File: src/rtl/aes_ctrl_pkg.sv
// aes_ctrl_pkg: shared types and constants for the AES round sequencer.
//   state_t   - controller states (IDLE, KEYPRE, LOAD, ROUND, DONE)
//   NR_*      - round counts for 128/192/256-bit keys
//   CNT_W_DEF - default round counter width
package aes_ctrl_pkg;
    typedef enum logic [2:0] {IDLE, KEYPRE, LOAD, ROUND, DONE} state_t;
    localparam int NR_128    = 10;
    localparam int NR_192    = 12;
    localparam int NR_256    = 14;
    localparam int CNT_W_DEF = 4;
endpackage

File: src/rtl/aes_round_cnt.sv
// aes_round_cnt: round counter with clear, saturating increment and terminal flag.
//   clk, rst_n - clock, asynchronous active-low reset
//   clr        - synchronous clear to 0 (wins over inc)
//   inc        - increment by one, saturating at NR
//   cnt        - current count
//   term       - cnt == NR
module aes_round_cnt #(
    parameter int NR    = 10,
    parameter int CNT_W = 4
) (
    input  logic             clk,
    input  logic             rst_n,
    input  logic             clr,
    input  logic             inc,
    output logic [CNT_W-1:0] cnt,
    output logic             term
);
    assign term = cnt == CNT_W'(NR);
    always_ff @(posedge clk or negedge rst_n) begin
        if (!rst_n)
            cnt <= '0;
        else if (clr)
            cnt <= '0;
        else if (inc && !term)
            cnt <= cnt + 1'b1;
    end
endmodule

File: src/rtl/aes_round_ctrl.sv
// aes_round_ctrl: sequencer for an iterative one-round-per-clock AES datapath.
//   Optional feature: define AES_DECRYPT_EN to add in_decrypt / dp_inv and the KEYPRE state.
//   clk, rst_n            - clock, asynchronous active-low reset
//   in_valid/in_ready     - block request handshake
//   out_valid/out_ready   - result handshake
//   dp_load               - load state with block XOR round key 0
//   dp_round_en           - apply one round
//   dp_key_step           - advance (or, when decrypting in ROUND, rewind) the key schedule
//   dp_last_round         - final round, MixColumns bypassed
//   round_idx             - current round number
//   busy                  - controller not idle
//   in_decrypt, dp_inv    - (AES_DECRYPT_EN only) decrypt request / inverse datapath select
module aes_round_ctrl
    import aes_ctrl_pkg::*;
#(
    parameter int NR    = NR_128,
    parameter int CNT_W = CNT_W_DEF
) (
    input  logic             clk,
    input  logic             rst_n,
    input  logic             in_valid,
    output logic             in_ready,
    output logic             out_valid,
    input  logic             out_ready,
`ifdef AES_DECRYPT_EN
    input  logic             in_decrypt,
    output logic             dp_inv,
`endif
    output logic             dp_load,
    output logic             dp_round_en,
    output logic             dp_key_step,
    output logic             dp_last_round,
    output logic [CNT_W-1:0] round_idx,
    output logic             busy
);
    state_t state, state_nxt;
    logic   live, accept, clr, inc, term;

    // live keeps in_ready low while reset is asserted and rises on the first clock after release
    always_ff @(posedge clk or negedge rst_n) begin
        if (!rst_n) begin
            state <= IDLE;
            live  <= 1'b0;
        end else begin
            state <= state_nxt;
            live  <= 1'b1;
        end
    end

    assign accept = live && state == IDLE && in_valid;

`ifdef AES_DECRYPT_EN
    logic inv;
    always_ff @(posedge clk or negedge rst_n) begin
        if (!rst_n)
            inv <= 1'b0;
        else if (accept)
            inv <= in_decrypt;
    end
    assign dp_inv = inv && (state == LOAD || state == ROUND || state == DONE);
`endif

    always_comb begin
        state_nxt = IDLE;
        case (state)
`ifdef AES_DECRYPT_EN
            IDLE:    state_nxt = accept ? (in_decrypt ? KEYPRE : LOAD) : IDLE;
            KEYPRE:  state_nxt = term ? LOAD : KEYPRE;
`else
            IDLE:    state_nxt = accept ? LOAD : IDLE;
`endif
            LOAD:    state_nxt = ROUND;
            ROUND:   state_nxt = term ? DONE : ROUND;
            DONE:    state_nxt = out_ready ? IDLE : DONE;
            default: state_nxt = IDLE;
        endcase
    end

    // Counter follows the next state: cleared entering IDLE/LOAD, counting while
    // entering or staying in KEYPRE/ROUND, and saturated at NR through DONE.
    assign clr = state_nxt == IDLE || state_nxt == LOAD;
    assign inc = state_nxt == KEYPRE || state_nxt == ROUND;

    aes_round_cnt #(.NR(NR), .CNT_W(CNT_W)) u_cnt (
        .clk   (clk),
        .rst_n (rst_n),
        .clr   (clr),
        .inc   (inc),
        .cnt   (round_idx),
        .term  (term)
    );

    always_comb begin
        in_ready      = live && state == IDLE;
        out_valid     = state == DONE;
        dp_load       = state == LOAD;
        dp_round_en   = state == ROUND;
        dp_key_step   = state == ROUND || state == KEYPRE;
        dp_last_round = state == ROUND && term;
        busy          = state != IDLE;
    end
endmodule

File: config.mk
export PLATFORM = sky130hd
export DESIGN_NAME = aes_round_ctrl
export DESIGN_NICKNAME = d
export VERILOG_FILES = /design/src/rtl/aes_ctrl_pkg.sv /design/src/rtl/aes_round_cnt.sv /design/src/rtl/aes_round_ctrl.sv
export SDC_FILE = /design/constraint.sdc
export NUM_CORES = 1
export LEC_CHECK = 0
export BUFFER_PORTS_ARGS = -buffer_cell sky130_fd_sc_hd__buf_2
export CORE_AREA = 2 2 39 41
export CTS_BUF_LIST = sky130_fd_sc_hd__clkbuf_2 sky130_fd_sc_hd__clkbuf_4 sky130_fd_sc_hd__clkbuf_8
export CTS_CLUSTER_SIZE = 20
export DETAILED_ROUTE_END_ITERATION = 8
export DIE_AREA = 0 0 41 43
export GPL_ROUTABILITY_DRIVEN = 0
export HOLD_SLACK_MARGIN = 0.05
export SLEW_MARGIN = 20
export SYNTH_ARGS = -nofsm -noshare
export SYNTH_HDL_FRONTEND = slang
export SYNTH_SLANG_ARGS = --single-unit
File: constraint.sdc
create_clock -name clk -period 1.6 [get_ports clk]
set_clock_uncertainty 0.05 [all_clocks]
set_input_delay 0.24 -clock clk [delete_from_list [all_inputs] [get_ports clk]]
set_output_delay 0.24 -clock clk [all_outputs]
set_load 0.01 [all_outputs]
---- Word level (Yosys, flattened, before mapping) ----
Index checks and enable logic that the tools add are counted.
word-level totals
  bits in registers ....................... 8
  output and inout port bits .............. 11
cells by class
  $add $sub $neg .......................... 1
  equal/unequal tests ..................... 8
  mux-type cells .......................... 6
  reductions and logical operators ........ 12
operator list
  cell                                                              number
  3-bit by 2-bit == test with 1-bit output (second input constant)  4
  3-bit one-hot mux with 4 select lines                             1
  4-bit 2-to-1 mux                                                  2
  3-bit by 1-bit == test with 1-bit output (second input constant)  2
  3-bit zero test                                                   2
  3-bit 2-to-1 mux                                                  2
  4-bit by 1-bit adder with 4-bit output (second input constant)    1
  4-bit == test (second input constant)                             1
  1-bit logical AND                                                 4
  3-bit == test (second input constant)                             1
  1-bit logical OR                                                  3
  3-bit nonzero test                                                1
  2-bit 2-to-1 mux                                                  1
  2-bit nonzero test                                                1
  1-bit zero test                                                   1

---- Longest topological paths before layout ----
  word-level depth ........................ 10
  gate-level depth with buffers ........... 5
  gate-level depth less buffers ........... 5

---- Hierarchy ----
A second synthesis with hierarchy kept.
second synthesis, totals
  cell total of the unflattened synthesis .. 48
  area, all modules ....................... 455.4 sq um
modules (own cells, without submodules)
  module          instances  cells an instance  area an instance (sq um)  seq. area each (sq um)
  aes_round_cnt   1          23                 231.5                     100.1
  aes_round_ctrl  1          25                 224.0                     100.1

---- Worst setup path before layout ----
Ideal clock, no wire load.
  path kind ............................... flip-flop to flip-flop
  from .................................... register u_cnt.cnt[0]
  to ...................................... register state[2]
  library setup time ...................... 0.121 ns
  arrival ................................. 1.232 ns
  data required time ...................... 1.429 ns
  setup slack ............................. 0.197 ns
  stages on the path, launching flop included .. 6
  buffers on the path ..................... 0
  clock period less this slack ............ 1.403 ns
  path through ............................ dfrtp_1 -> inv_1 -> ha_1 -> and3b_1 -> and3_1 -> nand2b_1
between the ends
  longest elaborated chain between the ends .. 3
RTL lines
  element                                line                  source
  start: declaration                     aes_round_cnt.sv:15   output logic [CNT_W-1:0] cnt,
  start signal: assignment               aes_round_cnt.sv:25   cnt <= cnt + 1'b1;
  4-bit == test                          aes_round_cnt.sv:18   assign term = cnt == CNT_W'(NR);
  3-bit 2-to-1 mux                       aes_round_ctrl.sv:73  ROUND: state_nxt = term ? DONE : ROUND;
  3-bit one-hot mux with 4 select lines  aes_round_ctrl.sv:65  case (state)
  via state_nxt[2]                       aes_round_ctrl.sv:36  state_t state, state_nxt;
  end signal: assignment                 aes_round_ctrl.sv:45  state <= state_nxt;
  end: declaration                       aes_round_ctrl.sv:36
The timed path passes the listed nets, and every way through them passes these cells.
A chain may end at the register's enable or synchronous reset.

---- Final worst setup path ----
  from .................................... register u_cnt.cnt[0]
  to ...................................... output port dp_last_round
between the ends
  longest elaborated chain between the ends .. 2
RTL lines
  element            line                  source
  4-bit == test      aes_round_cnt.sv:18
  1-bit logical AND  aes_round_ctrl.sv:99  dp_last_round = state == ROUND && term;
  end: declaration   aes_round_ctrl.sv:32  output logic dp_last_round,
No other way between the ends.

==> impl_metrics.py <==
metrics = {
    "routing": {
        "route.detailed.vias_per_inst": 4.828,
        "ant_nets": 0,
        "via_count": 420,
        "wire_per_inst_um": 12.67,
        "drt_pass1_iterations": 2,
        "route.detailed.drc": 0,
        "wirelength_routed_mm": 1.102,
        "detail_route.iter0.violations": 4,
    },
    "cts": {
        "cts.sinks": 8,
        "htree_num_levels": 1,
        "insertion_delay_ns": 0.25,
        "cts-buffers-inserted": 3,
        "root_buffer": "sky130_fd_sc_hd__clkbuf_4",
        "cts_max_path_buffers": 2,
        "tritoncts": "built",
        "cts.reportedPaths.clkPinSlew_ns": 0.05,
    },
    "cells_and_area": {
        "layout.cells.most_common_list": "sky130_fd_sc_hd__buf_2, sky130_fd_sc_hd__buf_4, sky130_fd_sc_hd__dfrtp_1, sky130_fd_sc_hd__buf_6",
        "antenna_cells": 0,
        "area.growth.synth_to_final_pct": 53.65,
        "layout.cell_area.non_filler_um2": 684.4,
        "layout.core_utilization_pct": 49.46,
        "nFillCells": 129,
        "layoutNonFillerInstCount": 87,
        "final_layout_size_suffix_gt1_share_pct": 57.75,
        "final_common_cell": "sky130_fd_sc_hd__buf_2",
        "fin_nets": 79,
    },
    "sta": {
        "timing.final.max_slew_violations": 0,
        "final.min_clock_period_ns": 1.620,
        "report.final.setup_viol": 1,
        "worst_slack_ns": -0.02022,
        "rsz_0062_raised_after_global_routing": "yes",
        "timing.fmax_ghz": 0.6172,
        "timing.final.hold_violations": 0,
        "period_share_pct": 101.3,
    },
    "synthesis": {
        "synthesis.area_um2": 445.4,
        "yosysUniqueCellTypes": 27,
        "synthesis.yosys.warnings": 0,
        "synth_seq_area_share_pct": 44.94,
        "syn-instance-count": 43,
        "register_bit_count_reported_by_yosys": 8,
        "mappedNetlistNets": 49,
        "syn-mean-instance-area_um2": 10.36,
    },
    "floorplan": {
        "chipWidth_um": 41,
        "die_h_um": 43,
        "fp.dieArea_um2": 1763,
        "floorplan.initialDensity_pct": 32.19,
        "core-area_um2": 1384,
        "num_io_pins": 15,
        "core.rowCount": 14,
    },
    "global_route": {
        "remaining_global_route_overflow": 0,
        "wire_length_of_the_first_global_routing_pass_mm": 1.738,
        "pin_count_of_the_biggest_net_entering_global_routing": 11,
        "antenna_found_initial": 0,
        "grt_util_all_layers_pct": 15.45,
        "grt_pass1_vias": 390,
    },
    "worst_setup_path": {
        "worstSetupStartpointType": "flip-flop",
        "setup.worst_path.start": "u_cnt.cnt[0]",
        "cp.required_ns": 1.31,
        "cpMaxStageDelayCell": "sky130_fd_sc_hd__dfrtp_1",
        "cp_slowest_stage_delay_ns": 0.39,
        "crit_path_cell_trace": "inv_2, ha_4, and3b_2, and3_4, buf_6",
        "worst_ep_arrival_ns": 1.33,
        "worst_r2r_startpoint": "u_cnt.cnt[0]",
        "worstPathMaxFanout": 3,
        "worst_r2r_path_depth": 9,
        "timing_worst_setup_path_type": "reg2out",
        "critical_path.endpoint_type": "primary output",
    },
    "job": {
        "max_cap_violations": 0,
    },
    "placement": {
        "dpl.hpwl_um": 644.5,
        "place_inst": 72,
        "place_area_um2": 524.3,
        "port-buffer-count": 14,
    },
    "power_and_ir_drop": {
        "power.static_leakage_nw": 0.3333,
        "pwr_density_cell_nw_per_um2": 1850,
        "power.ir.vdd_worst_mv": 0.7183,
    },
    "outcome": {
        "status": "complete, but fails checks",
        "violations": "negative setup slack",
    },
    "worst_hold_path": {
        "worstHoldStart": "in_valid",
        "holdCritPathClass": "in2reg",
        "worst_hold_path.num_cells": 2,
    },
}
## where the power goes
group,total (mW),internal (mW),switching (mW)
Sequential,0.351,0.277,0.0742
Clock,0.153,0.0858,0.0675
Combinational,0.762,0.429,0.333
## path summary, 6_finish.rpt
kind	to	slack [ns]
worst min-delay path	state[1]	0.18
worst max register to register	u_cnt.cnt[0]	0.07
worst max-delay path	dp_last_round	-0.02
worst min register to register	state[1]	0.48
max in group asynchronous	state[2]	1.00
min in group asynchronous	state[0]	0.31
## metal layers
layer	track usage (%)	vias up	routed length (um)
li1	-	206	-
met1	17.73	195	485
met2	22.19	15	521
met3	5.236	4	68
met4	12.00	0	27
met5	0	-	0
## cells by family (layout without fill, tap and decap cells)
| logic type | count (synthesis) | after routing | synth area share [%] |
|---|---|---|---|
| muxes | 1 | 1 | 2.247 |
| other | 1 | 1 | 0.8419 |
| AOI/OAI and AO/OA | 8 | 8 | 13.20 |
| buffers and inverters | 4 | 32 | 5.056 |
| adders and majority gates | 2 | 2 | 5.617 |
| and+or+nand+nor | 18 | 18 | 26.13 |
| DFF | 8 | 8 | 44.94 |
| xor gates and xnor gates | 1 | 1 | 1.967 |
## area by class of cell
type	count	area (um^2)	share of cell area (%)
tap	16	20.02	2.925
multi-input combinational	31	247.7	36.20
timing repair buffer	26	180.2	26.33
clock buffer	3	22.52	3.291
sequential	8	202.7	29.62
inverter	3	11.26	1.645
## timing repair
action / in CTS / in global routing
setup buffers: 10 / 2
endpoints found under the hold margin: 8 / 0
resized for setup: 5 / 8
endpoints found under the setup margin: 2 / 5
pin swaps: 1 / 2
hold buffers: 1 / 0
## through the flow
stage | power [mW] | setup TNS [ns] | hold WS (ns) | worst slack [ns]
final | 1.266 | -0.02022 | 0.1828 | -0.02022
after global routing | 1.382 | -0.1019 | 0.1760 | -0.08319
after CTS | 1.183 | -0.04230 | 0.1769 | -0.03387
after global placement | 0.7960 | 0 | 0.04362 | 0.1298
after floorplan | 0.6796 | 0 | -0.1056 | 0.1966
after detailed placement | 0.8080 | 0 | 0.04509 | 0.1244
## Yosys cell counts
library cell	number	area, um^2
sky130_fd_sc_hd__a21oi_1	2	10.01
sky130_fd_sc_hd__and3_1	1	6.260
sky130_fd_sc_hd__and2_2	1	7.510
sky130_fd_sc_hd__o21ai_0	2	10.01
sky130_fd_sc_hd__xor2_1	1	8.760
sky130_fd_sc_hd__ha_1	2	25.02
sky130_fd_sc_hd__nand3_1	1	5.000
sky130_fd_sc_hd__o2bb2ai_2	1	15.01
sky130_fd_sc_hd__nand2b_1	1	6.260
sky130_fd_sc_hd__dfrtp_1	8	200.2
sky130_fd_sc_hd__or4b_4	1	13.76
sky130_fd_sc_hd__nor3b_1	1	7.510
sky130_fd_sc_hd__or3_1	1	6.260
sky130_fd_sc_hd__buf_6	1	11.26
sky130_fd_sc_hd__or2b_1	1	7.510
sky130_fd_sc_hd__nor2_1	3	11.26
sky130_fd_sc_hd__o21ai_2	1	8.760
sky130_fd_sc_hd__inv_1	3	11.26
sky130_fd_sc_hd__nor2b_1	2	12.51
sky130_fd_sc_hd__a31o_2	1	8.760
sky130_fd_sc_hd__conb_1	1	3.750
sky130_fd_sc_hd__mux2i_1	1	10.01
sky130_fd_sc_hd__o22ai_1	1	6.260
sky130_fd_sc_hd__nand3b_1	1	7.510
sky130_fd_sc_hd__nor4b_1	1	8.760
sky130_fd_sc_hd__and3b_1	1	8.760
sky130_fd_sc_hd__nand2_1	2	7.510
## flip-flops by register name, summed over array words and instances (netlist names)
signal     cells
state          3
u_cnt.cnt      4
live           1
## worst max-delay path, delay by kind of cell, from the launching register on
family	cells	cell delay, ns
AND/OR/NAND/NOR	2	0.38
buffers and inverters	2	0.19
flip-flops	1	0.39
adder cells (fa/ha/maj)	1	0.12
Note: power is estimated with default switching activity, not from simulation.
